File: config.mk
export PLATFORM = sky130hd
export DESIGN_NAME = az_sample_capture
export DESIGN_NICKNAME = d
export VERILOG_FILES = /design/src/rtl/az_sample_capture.sv
export SDC_FILE = /design/constraint.sdc
export NUM_CORES = 1
export LEC_CHECK = 0
export ABC_AREA = 1
export BUFFER_PORTS_ARGS = -buffer_cell sky130_fd_sc_hd__buf_2
export CORE_AREA = 2 2 107 109
export DETAILED_ROUTE_END_ITERATION = 8
export DIE_AREA = 0 0 109 111
export PLACE_DENSITY = 0.84
export SLEW_MARGIN = 40
export SYNTH_ARGS = -nofsm -noshare
export SYNTH_HDL_FRONTEND = slang
export SYNTH_SLANG_ARGS = --single-unit
File: constraint.sdc
create_clock -name clk -period 9.74 [get_ports clk]
set_input_delay 0.487 -clock clk [delete_from_list [all_inputs] [get_ports clk]]
set_output_delay 0.487 -clock clk [all_outputs]
set_load 0.01 [all_outputs]
File: src/rtl/az_sample_capture.sv
// az_sample_capture: counts comparator edges during the sequencer's HI and LO
// sample windows and publishes each HI/LO pair to the SPI readout through a
// valid/ack handshake. Flags overrun (pending pair overwritten) and saturation.
//
// Optional feature macro: AZ_SAMPLE_CAPTURE_DIFF_EN
//   defined   -> diff is the registered signed difference hi_count - lo_count
//   undefined -> no subtractor is built and diff is tied to zero
//
// Note: reset_n is an asynchronous, active-HIGH reset despite its name; this
// matches the existing reset net of the surrounding system.

module az_sample_capture #(
  parameter int CNT_W = 24
) (
  input  logic                    clk,
  input  logic                    reset_n,
  input  logic                    phase_hi,
  input  logic                    phase_lo,
  input  logic                    cmpr_in,
  input  logic                    rd_ack,
  output logic [CNT_W-1:0]        hi_count,
  output logic [CNT_W-1:0]        lo_count,
  output logic signed [CNT_W:0]   diff,
  output logic                    valid,
  output logic                    overrun,
  output logic                    sat,
  output logic [7:0]              seq,
  output logic [7:0]              monitor
);

  typedef enum logic [2:0] {
    ST_IDLE    = 3'd0,
    ST_HI_CNT  = 3'd1,
    ST_WAIT_LO = 3'd2,
    ST_LO_CNT  = 3'd3,
    ST_PUBLISH = 3'd4
  } state_e;

  // Input conditioning: [0],[1] synchronize cmpr_in, [2] is the edge reference.
  logic [2:0]       cmpr_sync_q, cmpr_sync_d;
  logic             phase_hi_prev_q, phase_hi_prev_d;
  logic             phase_lo_prev_q, phase_lo_prev_d;
  logic             cstb;
  logic             hi_rise, hi_fall, lo_rise, lo_fall;
  logic             both_high;

  // Window FSM and counting datapath.
  state_e           state_q, state_d;
  logic [CNT_W-1:0] cnt_q, cnt_d;
  logic [CNT_W-1:0] hi_tmp_q, hi_tmp_d;
  logic [CNT_W-1:0] lo_tmp_q, lo_tmp_d;
  logic             sat_hi_q, sat_hi_d;
  logic             sat_lo_q, sat_lo_d;
  logic [CNT_W-1:0] cnt_step;
  logic             step_sat;
  logic             publish;

  // Published outputs.
  logic [CNT_W-1:0] hi_count_q, hi_count_d;
  logic [CNT_W-1:0] lo_count_q, lo_count_d;
  logic             valid_q, valid_d;
  logic             overrun_q, overrun_d;
  logic             sat_q, sat_d;
  logic [7:0]       seq_q, seq_d;
  logic             ack_hit;

  // Next values for the synchronizer chain and the phase history registers.
  always_comb begin
    cmpr_sync_d     = {cmpr_sync_q[1:0], cmpr_in};
    phase_hi_prev_d = phase_hi;
    phase_lo_prev_d = phase_lo;
  end

  // Edge detection on the synchronized comparator and on both window inputs.
  always_comb begin
    cstb      = cmpr_sync_q[1] & ~cmpr_sync_q[2];
    hi_rise   = phase_hi & ~phase_hi_prev_q;
    hi_fall   = ~phase_hi & phase_hi_prev_q;
    lo_rise   = phase_lo & ~phase_lo_prev_q;
    lo_fall   = ~phase_lo & phase_lo_prev_q;
    both_high = phase_hi & phase_lo;
  end

  // Phase history resets to 1 so a window already open at reset release is not counted.
  always_ff @(posedge clk or posedge reset_n) begin
    if (reset_n) begin
      cmpr_sync_q     <= '0;
      phase_hi_prev_q <= 1'b1;
      phase_lo_prev_q <= 1'b1;
    end else begin
      cmpr_sync_q     <= cmpr_sync_d;
      phase_hi_prev_q <= phase_hi_prev_d;
      phase_lo_prev_q <= phase_lo_prev_d;
    end
  end

  // Window sequencing: count strobes in HI then LO, latch each window, then publish.
  always_comb begin
    state_d  = state_q;
    cnt_d    = cnt_q;
    hi_tmp_d = hi_tmp_q;
    lo_tmp_d = lo_tmp_q;
    sat_hi_d = sat_hi_q;
    sat_lo_d = sat_lo_q;
    publish  = 1'b0;
    cnt_step = cnt_q;
    step_sat = 1'b0;

    if (cstb) begin
      if (&cnt_q) begin
        step_sat = 1'b1;
      end else begin
        cnt_step = cnt_q + CNT_W'(1);
      end
    end

    case (state_q)
      ST_IDLE: begin
        if (hi_rise) begin
          cnt_d    = '0;
          sat_hi_d = 1'b0;
          state_d  = ST_HI_CNT;
        end
      end

      ST_HI_CNT: begin
        if (both_high) begin
          state_d = ST_IDLE;
        end else begin
          cnt_d    = cnt_step;
          sat_hi_d = sat_hi_q | step_sat;
          if (hi_fall) begin
            hi_tmp_d = cnt_step;
            state_d  = ST_WAIT_LO;
          end
        end
      end

      ST_WAIT_LO: begin
        if (hi_rise) begin
          cnt_d    = '0;
          hi_tmp_d = '0;
          sat_hi_d = 1'b0;
          state_d  = ST_HI_CNT;
        end else if (lo_rise) begin
          cnt_d    = '0;
          sat_lo_d = 1'b0;
          state_d  = ST_LO_CNT;
        end
      end

      ST_LO_CNT: begin
        if (both_high) begin
          state_d = ST_IDLE;
        end else begin
          cnt_d    = cnt_step;
          sat_lo_d = sat_lo_q | step_sat;
          if (lo_fall) begin
            lo_tmp_d = cnt_step;
            state_d  = ST_PUBLISH;
          end
        end
      end

      ST_PUBLISH: begin
        publish = 1'b1;
        state_d = ST_IDLE;
      end

      default: begin
        state_d = ST_IDLE;
      end
    endcase
  end

  // FSM state, running counter and per-window latches.
  always_ff @(posedge clk or posedge reset_n) begin
    if (reset_n) begin
      state_q  <= ST_IDLE;
      cnt_q    <= '0;
      hi_tmp_q <= '0;
      lo_tmp_q <= '0;
      sat_hi_q <= 1'b0;
      sat_lo_q <= 1'b0;
    end else begin
      state_q  <= state_d;
      cnt_q    <= cnt_d;
      hi_tmp_q <= hi_tmp_d;
      lo_tmp_q <= lo_tmp_d;
      sat_hi_q <= sat_hi_d;
      sat_lo_q <= sat_lo_d;
    end
  end

  // Publish/handshake: an ack in the publish cycle consumes the old pair, so no overrun.
  always_comb begin
    hi_count_d = hi_count_q;
    lo_count_d = lo_count_q;
    valid_d    = valid_q;
    overrun_d  = overrun_q;
    sat_d      = sat_q;
    seq_d      = seq_q;
    ack_hit    = rd_ack & valid_q;

    if (publish) begin
      hi_count_d = hi_tmp_q;
      lo_count_d = lo_tmp_q;
      sat_d      = sat_hi_q | sat_lo_q;
      seq_d      = seq_q + 8'd1;
      valid_d    = 1'b1;
      if (ack_hit) begin
        overrun_d = 1'b0;
      end else if (valid_q) begin
        overrun_d = 1'b1;
      end
    end else if (ack_hit) begin
      valid_d   = 1'b0;
      overrun_d = 1'b0;
    end
  end

  // Registered readout outputs.
  always_ff @(posedge clk or posedge reset_n) begin
    if (reset_n) begin
      hi_count_q <= '0;
      lo_count_q <= '0;
      valid_q    <= 1'b0;
      overrun_q  <= 1'b0;
      sat_q      <= 1'b0;
      seq_q      <= '0;
    end else begin
      hi_count_q <= hi_count_d;
      lo_count_q <= lo_count_d;
      valid_q    <= valid_d;
      overrun_q  <= overrun_d;
      sat_q      <= sat_d;
      seq_q      <= seq_d;
    end
  end

`ifdef AZ_SAMPLE_CAPTURE_DIFF_EN
  logic signed [CNT_W:0] diff_q, diff_d;

  // Signed HI-LO difference, loaded together with the count pair.
  always_comb begin
    diff_d = diff_q;
    if (publish) begin
      diff_d = $signed({1'b0, hi_tmp_q}) - $signed({1'b0, lo_tmp_q});
    end
  end

  // Difference register.
  always_ff @(posedge clk or posedge reset_n) begin
    if (reset_n) begin
      diff_q <= '0;
    end else begin
      diff_q <= diff_d;
    end
  end

  assign diff = diff_q;
`else
  assign diff = '0;
`endif

  assign hi_count = hi_count_q;
  assign lo_count = lo_count_q;
  assign valid    = valid_q;
  assign overrun  = overrun_q;
  assign sat      = sat_q;
  assign seq      = seq_q;
  assign monitor  = {2'b00, valid_q, cstb, cmpr_sync_q[1], state_q};

endmodule

== Word-level counts from Yosys, hierarchy flattened ==
Cells that the tools add are included.

* Equality and inequality tests: 16
* $add $sub $neg: 2
* Reduce and logical (&&, ||, !) cells: 17
* Bitwise logic cells: 16
* Mux-type cells: 33

{| class="wikitable"
|+ Operators by type and width
! operator !! number
|-
| $mux W24 || 8
|-
| $pmux W24 S3 || 1
|-
| $pmux W24 S2 || 1
|-
| $add A24 B1 Y24 const B || 1
|-
| $reduce_and A24 Y1 || 1
|-
| $mux W3 || 7
|-
| $ne A2 B2 Y1 const B || 8
|-
| $reduce_and A4 Y1 || 4
|-
| $mux W1 || 13
|-
| $pmux W3 S4 || 1
|-
| $reduce_bool A2 Y1 || 5
|-
| $ne A3 B3 Y1 const B || 3
|-
| $add A8 B1 Y8 const B || 1
|-
| $and A1 B1 Y1 || 7
|-
| $eq A3 B2 Y1 const B || 2
|-
| $not A1 Y1 || 6
|-
| $reduce_and A3 Y1 || 2
|-
| $pmux W1 S2 || 2
|-
| $reduce_or A2 Y1 || 2
|-
| $eq A3 B1 Y1 const B || 1
|-
| $eq A3 B3 Y1 const B || 1
|-
| $logic_not A3 Y1 || 1
|-
| $or A1 B1 Y1 || 3
|-
| $reduce_bool A3 Y1 || 1
|-
| other kinds (2) || 2
|}

* Output and inout port bits: 92
* Logic and storage cells: 99
* Input bits: 6
* Register bits: 141

== Depth between registers and ports, before layout ==
Gate-level depths: netlist of the first run.

* Depth in word-level cells: 6
* Mapped depth: 11
* Mapped depth without buffers: 11

== Worst setup path before layout of the first run ==
OpenSTA, ideal clock, no wires.

* Path kind: flip-flop to flip-flop
* Start: register cnt_q[0]
* End: register cnt_q[12]
* Setup time: 126 ps
* Stages on the path, launching flop included: 12
* Setup slack: 8120 ps
* Data required time: 9614 ps
* Path buffers: 1
* Arrival: 1494 ps
* Path through: dfrtp_1 > ha_1 > nand2_1 > nor2_2 > nand2_2 > nor2_2 > nand3_2 > buf_6 > nand2_1 > nand2_1 > nand3_1 > o21ai_0

* Cells in the longest elaborated chain, start to end: 5
* Elaborated cells on any way between the ends: 6
* Those cells by class: add/sub: 1; mux: 4; reduce/logical: 1

{| class="wikitable"
|+ Ends and longest elaborated chain
! item !! RTL line !! RTL
|-
| start, declared || 49 || <nowiki>logic [CNT_W-1:0] cnt_q, cnt_d;</nowiki>
|-
| start signal, assigned || 187 || <nowiki>cnt_q <= cnt_d;</nowiki>
|-
| $add A24 B1 Y24 / $reduce_and A24 Y1 (equally long branches) || 113, 110 ||
|-
| $mux W24 (*) || 110 || <nowiki>if (&cnt_q) begin</nowiki>
|-
| $mux W24 (*) || 109 || <nowiki>if (cstb) begin</nowiki>
|-
| $mux W24 (*) || 127, 153 ||
|-
| $pmux W24 S3 (*) || 117 || <nowiki>case (state_q)</nowiki>
|}

Mark *: on every way between the ends. The rest lies on a longest branch, timed or not. The select of a mux whose other input is x is not followed.
A chain may end at the register's enable or synchronous reset.

== Final worst setup path of the first run ==
* Start: register state_q[2]
* End: register cnt_q[0]

* Cells in the longest elaborated chain, start to end: 4
* Elaborated cells on any way between the ends: 11
* Those cells by class: eq/ne: 6; mux: 1; reduce/logical: 4

{| class="wikitable"
|+ Ends and longest elaborated chain
! item !! RTL line !! RTL
|-
| start, declared || 48 || <nowiki>state_e state_q, state_d;</nowiki>
|-
| start signal, assigned || 186 || <nowiki>state_q <= state_d;</nowiki>
|-
| $eq A3 B2 Y1 / $eq A3 B1 Y1 (equally long branches) || 117 ||
|-
| $reduce_or A2 Y1 (no line) || n/a ||
|-
| $ne A2 B2 Y1 (no line) / $reduce_bool A3 Y1 (equally long branches) || n/a ||
|-
| $reduce_and A4 Y1 (no line) || n/a ||
|}

Several ways; a longest one is shown, not always the timed one.

==> impl_metrics.tcl, run 1 <==
set metrics [dict create \
    setup_viol_count_final 0 \
    routed.top_layer "met4" \
    count_of_final_max_slew_check_failures 0 \
    yosys.area.top_type "sky130_fd_sc_hd__dfrtp_1" \
    ant_nets 0 \
    max_cap_violations 0 \
    dr_wl_met2_mm 7.53 \
    max_root_sink_buffers 2 \
    criticalPathCategory "flip-flop to flip-flop" \
    fmax_ghz 0.425 \
    ir_drop_mv 0.122 \
    synthesis.yosys.warnings 0 \
    routed_len_inst_um 14.7 \
    io_buffers 70 \
    top_level_ports 98 \
    period_minus_slack_ns 2.36 \
    layout-drive-gt1-share_pct 16.2 \
    slew-limit-headroom_pct 55.3 \
    dp.cells 1010 \
    cts-buffers-inserted 17 \
    postCtsHoldBufs 0 \
    place_area_um2 6980 \
    design.final.nets 894 \
    htree_num_levels 4 \
    detail_route.wirelength_mm 15.4 \
    post_synth.cell_area_avg_um2 8.11 \
    area_delta_synth_final_pct 14.0 \
    grt_use_total_pct 27.2 \
    leading_cell_types_in_the_layout_fill_and_taps_excluded "349 x sky130_fd_sc_hd__nand2_1, 139 x sky130_fd_sc_hd__dfrtp_1, 70 x sky130_fd_sc_hd__buf_2" \
    yosys_top_cell_area_share_pct 52.2 \
    setup_slack_of_the_critical_path_after_layout_ns 7.38 \
    layoutNonFillerInstCount 1042 \
    synth-seq-area-share_pct 53.0 \
    run_status "complete, no violations" \
    tritonroute_pass_1_iters 5 \
    num_vias 5536 \
    clk_root_buffer_cell "sky130_fd_sc_hd__clkbuf_16" \
    grt_pass1_vias 5255 \
    layout.cell_area.non_filler_um2 7600 \
    antenna_found_initial 0 \
    clk_transition_reported_paths_ns 0.06 \
    post-route-drc-count 0 \
    grt_pass1_wl_mm 25.6 \
    timing.critical_path.fanout_max 24 \
    worstPathArrival_ns 2.67 \
    rows 39 \
    hold_class "input port to asynchronous set/reset pin" \
    effective_utilization_at_floorplan_pct 60.2 \
    tns_ns 0 \
    cts_tree "yes" \
    layout_worst_path_cycle_share_pct 24.2 \
    startpoint_type "flip-flop" \
    clock-skew-final_ns 0.00668 \
    cellPowerDensity_nw_per_um2 216 \
    yosys_register_bits 141 \
    core-area_um2 11100 \
    netlist_top_cells_area "sky130_fd_sc_hd__dfrtp_1 52%, sky130_fd_sc_hd__nand2_1 20%, sky130_fd_sc_hd__buf_4 3.7%, sky130_fd_sc_hd__inv_1 3.5%, sky130_fd_sc_hd__nand3_1 3.2%" \
    gp_congestion 0.928 \
    unrepaired_setup_endpoints_after_global_routing "false" \
    grt_max_degree 86 \
    worst_slew_pin_slew_ns 0.671 \
    grt.overflow.total 0 \
    dp_hpwl_mm 9.72 \
    routed_via_count_divided_by_cell_count 5.31 \
    synth_area_um2 6660 \
    preCtsSetupSlack_ns 7.34 \
    clkLatencyLatePin_ns 0.42 \
    met3_wirelength_mm 1.01 \
    endpoint_kind "flip-flop" \
    numClockSinks 141 \
    post-cts-setup-buffers 0 \
    area_enclosed_by_the_die_boundary_um2 12100 \
    die-width_um 109 \
    synth_cell_type_count 36 \
    worst-endpoint-required_ns 10.05 \
    diodes 0 \
    timing_hold_violations_final 0 \
    floorplan.die.height_um 111 \
    detailedRoute.firstIterationViolations 550 \
    p_leak_nw 4.07 \
    syn_inst 822 \
    commonest_non_fill_non_tap_cell_in_the_layout "sky130_fd_sc_hd__nand2_1" \
    drt-met1-wl_mm 6.52 \
    ctsResizeCount 0 \
]
path summary, 6_finish.rpt:
kind                       cells after the start  slack, ns        endpoint           start
min in group clk                               1       0.17  cmpr_sync_q[0]         cmpr_in
min reg2reg                                    0       0.35  cmpr_sync_q[1]  cmpr_sync_q[0]
max in group asynchronous                      3       8.52    hi_tmp_q[12]         reset_n
max reg2reg                                    8       7.38        cnt_q[0]      state_q[2]
min                                            2       0.11    hi_count[22]         reset_n
max                                            8       7.38        cnt_q[0]      state_q[2]
metrics by stage:
step	total power, mW	util (%)	hold WS [ns]
floorplan	0.903	-	0.331
global placement	0.958	63.0	0.337
detailed placement	0.972	63.0	0.340
CTS	1.64	68.6	0.125
global route	1.71	68.6	0.151
finish	1.64	68.6	0.110
sequential cells by signal (all words and copies together), names as in the netlist, 3 cells and up:
signal and count:
lo_count 24, hi_count 24, hi_tmp_q 24, state_q 3, seq 8, cmpr_sync_q 3, cnt_q 24, lo_tmp_q 24
metal layers:
layer | GRT usage (%) | vias up
met4 | 8.38 | 0
met1 | 37.0 | 2634
met3 | 5.58 | 28
met2 | 43.7 | 233
met5 | 0 | -
li1 | - | 2641
critical path, cell delays in order (launching register included):
cell,delay [ns]
sky130_fd_sc_hd__dfrtp_1,0.45
sky130_fd_sc_hd__nor2_2,0.18
sky130_fd_sc_hd__inv_2,0.08
sky130_fd_sc_hd__o21ai_0,0.07
sky130_fd_sc_hd__and2_1,0.40
sky130_fd_sc_hd__inv_2,0.26
sky130_fd_sc_hd__nor2_4,0.52
sky130_fd_sc_hd__nand3_1,0.15
sky130_fd_sc_hd__o21ai_0,0.15
layout make-up:
cell class / count / area [µm²]
clock buffer: 20 / 457
clock inverter: 12 / 159
fill: 828 / 3480
inverter: 69 / 264
multi-input combinational: 582 / 2610
sequential: 141 / 3530
tap: 143 / 179
timing repair buffer: 75 / 394
cell usage after synthesis:
cell / instances
sky130_fd_sc_hd__a21oi_1: 6
sky130_fd_sc_hd__a2bb2oi_1: 1
sky130_fd_sc_hd__a31oi_1: 3
sky130_fd_sc_hd__and2_1: 1
sky130_fd_sc_hd__and3_1: 1
sky130_fd_sc_hd__buf_1: 2
sky130_fd_sc_hd__buf_2: 6
sky130_fd_sc_hd__buf_4: 33
sky130_fd_sc_hd__buf_6: 3
sky130_fd_sc_hd__clkbuf_1: 12
sky130_fd_sc_hd__clkinv_1: 1
sky130_fd_sc_hd__conb_1: 1
sky130_fd_sc_hd__dfrtp_1: 139
sky130_fd_sc_hd__dfstp_2: 2
sky130_fd_sc_hd__ha_1: 2
sky130_fd_sc_hd__inv_1: 63
sky130_fd_sc_hd__inv_2: 5
sky130_fd_sc_hd__nand2_1: 349
sky130_fd_sc_hd__nand2_2: 3
sky130_fd_sc_hd__nand3_1: 43
sky130_fd_sc_hd__nand3_2: 2
sky130_fd_sc_hd__nand3_4: 1
sky130_fd_sc_hd__nand3b_1: 1
sky130_fd_sc_hd__nand4_1: 15
sky130_fd_sc_hd__nor2_1: 36
sky130_fd_sc_hd__nor2_2: 11
sky130_fd_sc_hd__nor2_4: 5
sky130_fd_sc_hd__nor3_1: 3
sky130_fd_sc_hd__nor3_4: 1
sky130_fd_sc_hd__o21ai_0: 42
sky130_fd_sc_hd__o21ai_1: 5
sky130_fd_sc_hd__o21ai_2: 6
sky130_fd_sc_hd__o21bai_1: 3
sky130_fd_sc_hd__or2_2: 2
sky130_fd_sc_hd__xnor2_1: 5
sky130_fd_sc_hd__xor2_1: 8
cell families after synthesis:
kind of cell / synth area share (%)
other: 0.0563
buffers and inverters: 9.35
flip-flops: 53.0
AO/OA/AOI/OAI: 5.52
AND/OR/NAND/NOR: 30.0
adder cells (fa/ha/maj): 0.375
XOR/XNOR: 1.71
power by group:
| group | switching, mW | internal (mW) |
|---|---|---|
| Clock | 0.253 | 0.418 |
| Sequential | 0.0332 | 0.642 |
| Combinational | 0.218 | 0.0752 |
Note: power is estimated with default switching activity, not from simulation.
==> run 2, diff against run 1 <==
- ABC_AREA: 1 -> 0
- CORE_AREA: 2 2 107 109 -> 2 2 116 118
- DIE_AREA: 0 0 109 111 -> 0 0 118 120
- PLACE_DENSITY: 0.84 -> 0.75
- clock period: 9.74 -> 2.05 ns (I/O delays scaled with it)
==> run 2 against run 1 <==
Effect of this change: utilization down 7.2 points; combinational power rose to 6.5 times the previous value; global-route usage down 5.5 points; cell count down 16%; clock power rose to 5.2 times the previous value; die area up 17%; sequential cell count unchanged; synthesized area down 2.8%; wire length down 5.2%; largest power group unchanged; final area up 5.0%; critical endpoint is now hi_tmp_q[12].
==> impl_metrics.tcl, run 2 <==
set metrics [dict create \
    run_status "complete, no violations" \
    area_enclosed_by_the_die_boundary_um2 14200 \
    synth_area_um2 6480 \
    num_vias 4759 \
    post-route-drc-count 0 \
    cts-buffers-inserted 17 \
    timing.critical_path.fanout_max 11 \
    detailedRoute.firstIterationViolations 302 \
    worstPathCellList "ha_1 -> nand4_1 -> nor3_4 -> buf_4 -> a21o_1 -> or4_1 -> nand3_1" \
    yosys.area.top_type "sky130_fd_sc_hd__dfrtp_1" \
    yosys-top-cells-count "139 x sky130_fd_sc_hd__dfrtp_1, 50 x sky130_fd_sc_hd__mux2_2, 47 x sky130_fd_sc_hd__a21oi_1, 42 x sky130_fd_sc_hd__nand2_1, 35 x sky130_fd_sc_hd__nor2_1" \
    p_leak_nw 3.83 \
    layoutNonFillerInstCount 878 \
    layout_worst_path_cycle_share_pct 96.5 \
    number_of_enable_type_register_cells_in_the_synthesized_netlist 0 \
    hold_class "input port to asynchronous set/reset pin" \
    dominantRegCellSynth "sky130_fd_sc_hd__dfrtp_1" \
    syn_inst 585 \
    yosys_register_bits 141 \
    max_root_sink_buffers 2 \
    antenna_found_initial 0 \
    yosys_top_cell_area_share_pct 53.7 \
    die-width_um 118 \
    count_of_final_max_slew_check_failures 0 \
    detail_route.wirelength_mm 14.6 \
    htree_num_levels 4 \
    ir_drop_mv 0.491 \
    grt_use_total_pct 21.7 \
    worst-endpoint-required_ns 2.41 \
    tritonroute_pass_1_iters 5 \
    endpoint_kind "flip-flop" \
    floorplan.die.height_um 120 \
    async_reset_ff_share_pct 100 \
    gp_congestion 0.917 \
    core-area_um2 13000 \
    postLayoutCoreUtil_pct 61.4 \
    setup_viol_count_final 0 \
    count_leader_synth "sky130_fd_sc_hd__dfrtp_1" \
    routed_via_count_divided_by_cell_count 5.42 \
    clk_transition_reported_paths_ns 0.06 \
    grt_max_degree 50 \
    dp_hpwl_mm 10.2 \
    critPathMaxStageDelay_ns 0.50 \
    criticalPathCategory "flip-flop to flip-flop" \
    worst-r2r-setup-slack_ns 0.07 \
    io_buffers 70 \
    synth_cell_type_count 57 \
    critPathSlowestCell "sky130_fd_sc_hd__or4_1" \
    rows 42 \
    area_of_combinational_cells_with_multiple_inputs_um2 2640 \
    final-seq-area_um2 3530 \
    netlist_top_cells_area "sky130_fd_sc_hd__dfrtp_1 54%, sky130_fd_sc_hd__mux2_2 8.7%, sky130_fd_sc_hd__a21oi_1 3.6%, sky130_fd_sc_hd__buf_4 3.6%, sky130_fd_sc_hd__xnor2_1 2.8%" \
    setup_slack_of_the_critical_path_after_layout_ns 0.0721 \
    worstPathArrival_ns 2.33 \
    num-fill-cells 1066 \
    layout-drive-gt1-share_pct 33.0 \
    synth-seq-area-share_pct 54.5 \
    clkLatencyLatePin_ns 0.43 \
    grt.overflow.total 0 \
    area_delta_synth_final_pct 23.1 \
    clock-skew-final_ns 0.0107 \
    max_cap_violations 0 \
    leading_cell_types_in_the_layout_fill_and_taps_excluded "139 x sky130_fd_sc_hd__dfrtp_1, 70 x sky130_fd_sc_hd__buf_2, 50 x sky130_fd_sc_hd__mux2_2" \
    grt_pass1_vias 4721 \
    period_minus_slack_ns 1.98 \
    cellPowerDensity_nw_per_um2 1130 \
    routed_len_inst_um 16.6 \
    ant_nets 0 \
    post_synth.cell_area_avg_um2 11.1 \
    cts_tree "yes" \
    diodes 0 \
    startpoint_type "flip-flop" \
    unrepaired_setup_endpoints_after_global_routing "false" \
    synthesis.yosys.warnings 0 \
    numClockSinks 141 \
    preCtsSetupSlack_ns 0.0901 \
    clk_root_buffer_cell "sky130_fd_sc_hd__clkbuf_16" \
    dp.cells 841 \
    commonest_non_fill_non_tap_cell_in_the_layout "sky130_fd_sc_hd__dfrtp_1" \
    timing_hold_violations_final 0 \
    grt_pass1_wl_mm 23.8 \
    fmax_ghz 0.506 \
    top_level_ports 98 \
    effective_utilization_at_floorplan_pct 49.9 \
    design.final.nets 698 \
]
[run 2: changes by cell type in the layout (fill, tap and decap cells not counted), sizes merged, moves of 13 or more]
| cell | delta |
|---|---|
| nand2 | -310 |
| inv | -66 |
| a31oi | +14 |
| xnor2 | +16 |
| a21oi | +43 |
| mux2 | +50 |
| nor2 | -17 |
| o21ai | -13 |
| buf | +49 |
| nand3 | -38 |
[run 2: what timing repair did]
item                       CTS  global route
resized for setup            0             7
hold endpoints to repair    72             0
setup buffers                0             1
setup endpoints to repair    0            13
hold buffers                 5             0
[run 2: logic make-up after synthesis]
| family | after synthesis | synth area share (%) |
|---|---|---|
| adder cells (fa/ha/maj) | 2 | 0.386 |
| flip-flops | 141 | 54.5 |
| AO/OA/AOI/OAI | 133 | 12.6 |
| XOR/XNOR | 28 | 3.79 |
| other | 1 | 0.0579 |
| buffers and inverters | 73 | 6.76 |
| AND/OR/NAND/NOR | 156 | 13.0 |
| multiplexers | 51 | 8.85 |
[run 2: critical path, delay by kind of cell (launching register included)]
family	cells	cell delay, ns
compound gates	1	0.25
buf+inv	1	0.21
flops	1	0.38
fa+ha+maj	1	0.23
simple gates	4	0.83
[run 2: metrics by stage]
step	power (mW)	instance area [µm²]	setup TNS, ns	hold WS, ns
floorplan	4.80	6580	0	0.107
global placement	5.46	7200	-0.0334	0.211
detailed placement	5.56	7220	0	0.110
CTS	9.08	7940	0	0.206
global route	9.47	7970	0	0.243
finish	9.00	7970	0	0.217
[run 2: path summary, 6_finish.rpt]
kind / start / to / cells past startpoint
max in group asynchronous: reset_n / cnt_q[21] / 5
min in group clk: cmpr_in / cmpr_sync_q[0] / 2
worst max-delay path: cnt_q[0] / hi_tmp_q[12] / 7
worst min-delay path: reset_n / seq[5] / 3
worst min register to register: cmpr_sync_q[0] / cmpr_sync_q[1] / 0
worst max register to register: cnt_q[0] / hi_tmp_q[12] / 7
[run 2: layout make-up]
type	count	share of cell area (%)
flip-flops and latches	141	44.3
multi-input cells	397	33.1
repair buffers	128	11.1
well taps	176	2.76
clock inverters	11	2.67
clock buffers	20	5.73
inverters	5	0.330
[run 2: layer usage]
metal / GRT usage [%] / up-vias / routed length, µm
li1: - / 2231 / -
met5: 0 / - / 0
met4: 9.71 / 0 / 316
met1: 28.3 / 2354 / 6480
met3: 5.28 / 29 / 775
met2: 34.5 / 145 / 6980
[run 2: power breakdown]
group / leakage, nW / switching [mW] / internal (mW)
logic: 1.61 / 1.09 / 0.814
registers: 1.89 / 0.336 / 3.29
clock network: 0.330 / 1.13 / 2.34
